===== src/rtl/jpeg_byte_feeder_pkg.sv =====
// Shared types and marker constants for the JPEG byte feeder.
// Marker bytes used by the optional JPEG_BYTE_FEEDER_MARKER_CHK_EN checker.
package jpeg_byte_feeder_pkg;

  localparam logic [7:0] SOI_B1 = 8'hFF;
  localparam logic [7:0] SOI_B2 = 8'hD8;
  localparam logic [7:0] EOI_B1 = 8'hFF;
  localparam logic [7:0] EOI_B2 = 8'hD9;

  typedef struct packed {
    logic [31:0] data;
    logic [1:0]  idx;
    logic [1:0]  lidx;
    logic        last;
  } hold_t;

  function automatic logic [7:0] pick_byte(
    input logic [31:0] w,
    input logic [1:0]  i,
    input logic        be
  );
    logic [1:0] k;
    k = be ? (2'd3 - i) : i;
    return w[{k, 3'b000} +: 8];
  endfunction

endpackage


===== src/rtl/jpeg_byte_feeder.sv =====
// Word-to-byte serialiser framing JPEG files for the decoder input port.
// Define JPEG_BYTE_FEEDER_MARKER_CHK_EN to enable SOI/EOI marker checking.
module jpeg_byte_feeder
  import jpeg_byte_feeder_pkg::*;
#(
  parameter bit BIG_ENDIAN = 1'b1,
  parameter int CNT_W      = 24
) (
  input  logic             clk,
  input  logic             rst,
  input  logic             wi_valid,
  input  logic [31:0]      wi_data,
  input  logic             wi_last,
  input  logic [1:0]       wi_nbytes,
  output logic             wo_ready,
  output logic             ao_we,
  output logic             ao_begin,
  output logic             ao_end,
  output logic [7:0]       ao_data,
  input  logic             ai_next,
  output logic             busy,
  output logic [CNT_W-1:0] byte_cnt,
  output logic             err
);

  hold_t      hold;
  logic       hv;
  logic       first_pending;
  logic       at_last;
  logic       xfer;
  logic       accept;
  logic [7:0] byte_sel;

  assign at_last  = hold.idx == hold.lidx;
  assign xfer     = hv & ai_next;
  assign byte_sel = pick_byte(hold.data, hold.idx, BIG_ENDIAN);

  assign ao_we    = hv;
  assign ao_data  = hv ? byte_sel : 8'h00;
  assign ao_begin = hv & first_pending & (hold.idx == 2'd0);
  assign ao_end   = hv & hold.last & at_last;

  // Reload while the last byte leaves keeps one byte per clock.
  assign wo_ready = rst & (~hv | (xfer & at_last));
  assign accept   = wi_valid & wo_ready;

  always_ff @(posedge clk or negedge rst) begin
    if (!rst) begin
      hold          <= '0;
      hv            <= 1'b0;
      first_pending <= 1'b1;
      busy          <= 1'b0;
      byte_cnt      <= '0;
    end else begin
      if (accept) begin
        hv         <= 1'b1;
        hold.data  <= wi_data;
        hold.idx   <= 2'd0;
        hold.lidx  <= wi_last ? (wi_nbytes - 2'd1) : 2'd3;
        hold.last  <= wi_last;
      end else if (xfer) begin
        if (at_last) hv <= 1'b0;
        else hold.idx <= hold.idx + 2'd1;
      end
      if (xfer) begin
        first_pending <= ao_end;
        if (ao_end) busy <= 1'b0;
        else if (ao_begin) busy <= 1'b1;
        if (ao_begin) byte_cnt <= CNT_W'(1);
        else if (~&byte_cnt) byte_cnt <= byte_cnt + CNT_W'(1);
      end
    end
  end

`ifdef JPEG_BYTE_FEEDER_MARKER_CHK_EN
  logic [7:0] prev_byte;
  logic       second;

  assign second = ~ao_begin & (byte_cnt == CNT_W'(1));

  // A file of one byte can never carry both markers.
  always_ff @(posedge clk or negedge rst) begin
    if (!rst) begin
      err       <= 1'b0;
      prev_byte <= 8'h00;
    end else if (xfer) begin
      prev_byte <= ao_data;
      if (ao_begin) begin
        err <= (ao_data != SOI_B1) | ao_end;
      end else begin
        err <= err
             | (second & (ao_data != SOI_B2))
             | (ao_end & ((prev_byte != EOI_B1)
                        | (ao_data != EOI_B2)));
      end
    end
  end
`else
  assign err = 1'b0;
`endif

endmodule


===== config.mk =====
export PLATFORM = sky130hd
export DESIGN_NAME = jpeg_byte_feeder
export DESIGN_NICKNAME = d
export VERILOG_FILES = /design/src/rtl/jpeg_byte_feeder_pkg.sv /design/src/rtl/jpeg_byte_feeder.sv
export SDC_FILE = /design/constraint.sdc
export NUM_CORES = 1
export LEC_CHECK = 0
export CORE_AREA = 2 2 80 82
export CTS_BUF_LIST = sky130_fd_sc_hd__clkbuf_4 sky130_fd_sc_hd__clkbuf_8
export DETAILED_ROUTE_END_ITERATION = 12
export DIE_AREA = 0 0 82 84
export PLACE_DENSITY = 0.87
export SLEW_MARGIN = 20
export SYNTH_ARGS = -nofsm -noshare
export SYNTH_HDL_FRONTEND = slang
export SYNTH_SLANG_ARGS = --single-unit

===== constraint.sdc =====
create_clock -name clk -period 5.9 [get_ports clk]
set_clock_uncertainty 0.2 [all_clocks]
set_input_delay 1.475 -clock clk [delete_from_list [all_inputs] [get_ports clk]]
set_output_delay 1.475 -clock clk [all_outputs]
set_load 0.1 [all_outputs]

==> impl_metrics.json <==
{
  "status": "finished, final reports clean",
  "hold_viol": 0,
  "clockRootBuffer": "clkbuf_8",
  "crit_fanout": 12,
  "min_to": "first_pending$_DFFE_PN1P_",
  "dieArea_mm2": 0.00689,
  "clock.fmax_mhz": 211,
  "via_per_inst": 5.98,
  "reg2reg_depth": 4,
  "die-height_um": 84,
  "post_drt_wl_per_cell_um": 16.9,
  "period_minus_slack_ps": 4740,
  "synthTopCellsByArea": "dfrtp_1 (48%), mux2_2 (11%), mux4_2 (5.5%)",
  "track_usage_pct": 23.7,
  "final_cell_count_no_fill": 445,
  "antenna_found_initial": 0,
  "finalWirelength_um": 7520,
  "grt_first_pass_wirelength_um": 12400,
  "top_usage_layer": "met2",
  "clk_pin_slew_ps": 70,
  "drt-initial-drc-count": 207,
  "overflow": 0,
  "reg2reg_to": "hold[29]$_DFFE_PN0P_",
  "cts_buffers": 9,
  "vias": 2661,
  "htreeDepth": 3,
  "first_global_vias": 2627,
  "tightest_slew_ps": 1020,
  "dr.pass1.iters": 7,
  "syn_area_per_cell_um2": 11.3,
  "clk_latency_ps": 340,
  "crit_type": "flip-flop to output pin",
  "max-vdd-ir-drop_mv": 0.613,
  "worstHoldPathType": "flip-flop to flip-flop",
  "placedInstanceArea_mm2": 0.00403,
  "io_buffers": 75,
  "regArea_mm2": 0.00160,
  "crit_required_ps": 4220,
  "drive_gt1_share_pct": 19.3,
  "postCtsHoldBufs": 0,
  "rsz0062_at_grt": "false",
  "synth.top_cell.area_share_pct": 47.8,
  "reg2reg_from": "hold[3]$_DFFE_PN0P_",
  "slowest_delay_ps": 1240,
  "n_fill_cell": 456,
  "cp.arrival_ps": 3070,
  "tritoncts": "built",
  "netlist_instances": 293,
  "nets": 405,
  "ant_nets": 0,
  "synth_edf_count": 0,
  "maxSlewViolCount": 0,
  "dpl.hpwl_um": 5220,
  "die_x_um": 82,
  "antenna_cells": 0,
  "grtUsageMet2_pct": 37.9,
  "startpoint_type": "flip-flop",
  "met1_usage_pct": 29.9,
  "start_util_pct": 54.1,
  "power.leakage_uw": 0.00169,
  "crit_slowest_cell": "clkdlybuf4s50_1",
  "async_reset_ff_share_pct": 100,
  "final_cell_mix": "clkdlybuf4s50_1 (73), dfrtp_1 (63), mux2_2 (33), nand2_1 (30), o21ai_0 (24)",
  "crit_chain": "xor2_1 -> nor3_1 -> clkdlybuf4s50_1",
  "grtUsageMet3_pct": 5.41,
  "clock-sinks": 64,
  "setup_viol": 0,
  "drc": 0,
  "grt_max_degree": 66,
  "gp_congestion": 0.781,
  "num_rows": 29,
  "stdcell_area_mm2": 0.00421,
  "ys_types": 46,
  "cts_setup_buffers": 0,
  "yosys_warnings": 0,
  "relSlewSlack_pct": 31.7,
  "io_pins": 77,
  "r2r_slack_ps": 3140,
  "synth_seq_cells": 64,
  "syn-num-nets": 334,
  "drv_cap": 0,
  "syn_area_mm2": 0.00330,
  "core-area_mm2": 0.00610,
  "final_common_cell": "clkdlybuf4s50_1",
  "power_density_mw_per_mm2": 568,
  "cts-resized-gates": 0,
  "fin_crit_sh_pct": 80.4,
  "dp_cells": 430,
  "multiInputGateArea_mm2": 0.00155,
  "seq_area_frac_synth_pct": 48.6,
  "min_path_cells": 2,
  "clockBufferDepth": 2,
  "ys.flop_type": "dfrtp_1",
  "hp-start": "first_pending$_DFFE_PN1P_",
  "worstSetupEndpointType": "output pin",
  "synth_top_area_cell": "dfrtp_1",
  "synthToLayoutAreaGrowth_pct": 27.7,
  "setup_tns_ps": 0
}
==> metrics by stage <==
step                      setup slack [ps]  utilization [%]  power (uW)  hold WS, ps
after floorplan                        813                -        1760          249
after global placement                1410             66.0        2000          260
after detailed placement              1250             66.0        2040          260
after CTS                             1180             69.1        2400          272
after global routing                  1040             69.1        2510          306
final                                 1160             69.1        2390          269
==> flip-flops by register name, indices dropped and copies added (netlist names) <==
signal / count
first_pending: 1
ao_we: 1
busy: 1
byte_cnt: 24
hold: 37
==> area by class of cell <==
cell class                      count  area share [%]
Clock buffer                        9            2.94
Tap cell                           77            2.29
Clock inverter                      6            1.46
Inverter                            6           0.535
Sequential cell                    64            38.1
Multi-Input combinational cell    207            36.9
Timing Repair Buffer               76            17.8
==> kinds of logic (layout without fill, tap and decap cells) <==
kind of cell	after synthesis	count (layout)	share of synthesized area, %
xor gates and xnor gates	3	3	1.02
adders and majority gates	2	2	0.759
and+or+nand+nor	88	88	14.2
DFF	64	64	48.6
muxes	41	41	16.7
other	1	1	0.114
AOI/OAI and AO/OA	72	72	14.3
buffers and inverters	22	97	4.29
==> critical path, delay by kind of cell, from the launching register on <==
| kind | cells | cell delay (ps) |
|---|---|---|
| xor gates and xnor gates | 1 | 270 |
| buffers and inverters | 1 | 1240 |
| DFF | 1 | 780 |
| and+or+nand+nor | 1 | 430 |
==> power by group <==
| part | switching (uW) | leakage (uW) | internal, uW |
|---|---|---|---|
| Sequential | 153 | 0.000790 | 597 |
| Combinational | 850 | 0.000806 | 430 |
| Clock | 170 | 0.0000948 | 191 |
==> Yosys cell counts (3+ instances only) <==
cell     count
a21oi_1     13
a31oi_1      6
and2_1      13
and3_1       4
buf_2        5
buf_4        4
buf_6        5
dfrtp_1     63
inv_1        6
mux2_2      33
mux4_2       8
nand2_1     30
nand3_1      8
nand4_1      3
nor2_1      16
nor3_1       4
o21ai_0     24
o31ai_1     14
o41ai_1      3
==> worst max-delay path by stage <==
stage                          end                 from  depth (start not counted)  slack, ps
after floorplan             ao_end    ao_we$_DFFE_PN0P_                          3        810
after global placement    wo_ready              ai_next                          5       1410
after detailed placement  wo_ready              ai_next                          5       1250
after global routing        ao_end  hold[3]$_DFFE_PN0P_                          3       1040
after CTS                   ao_end  hold[3]$_DFFE_PN0P_                          3       1180
final                       ao_end  hold[3]$_DFFE_PN0P_                          3       1160
==> routing by layer <==
layer / vias up / routed length [um] / share of wire, %
met3: 16 / 514 / 6.8
li1: 1212 / - / -
met5: - / 0 / 0
met2: 121 / 3780 / 50
met1: 1312 / 3070 / 41
met4: 0 / 153 / 2.0
Power figures use the tool's default switching activity.
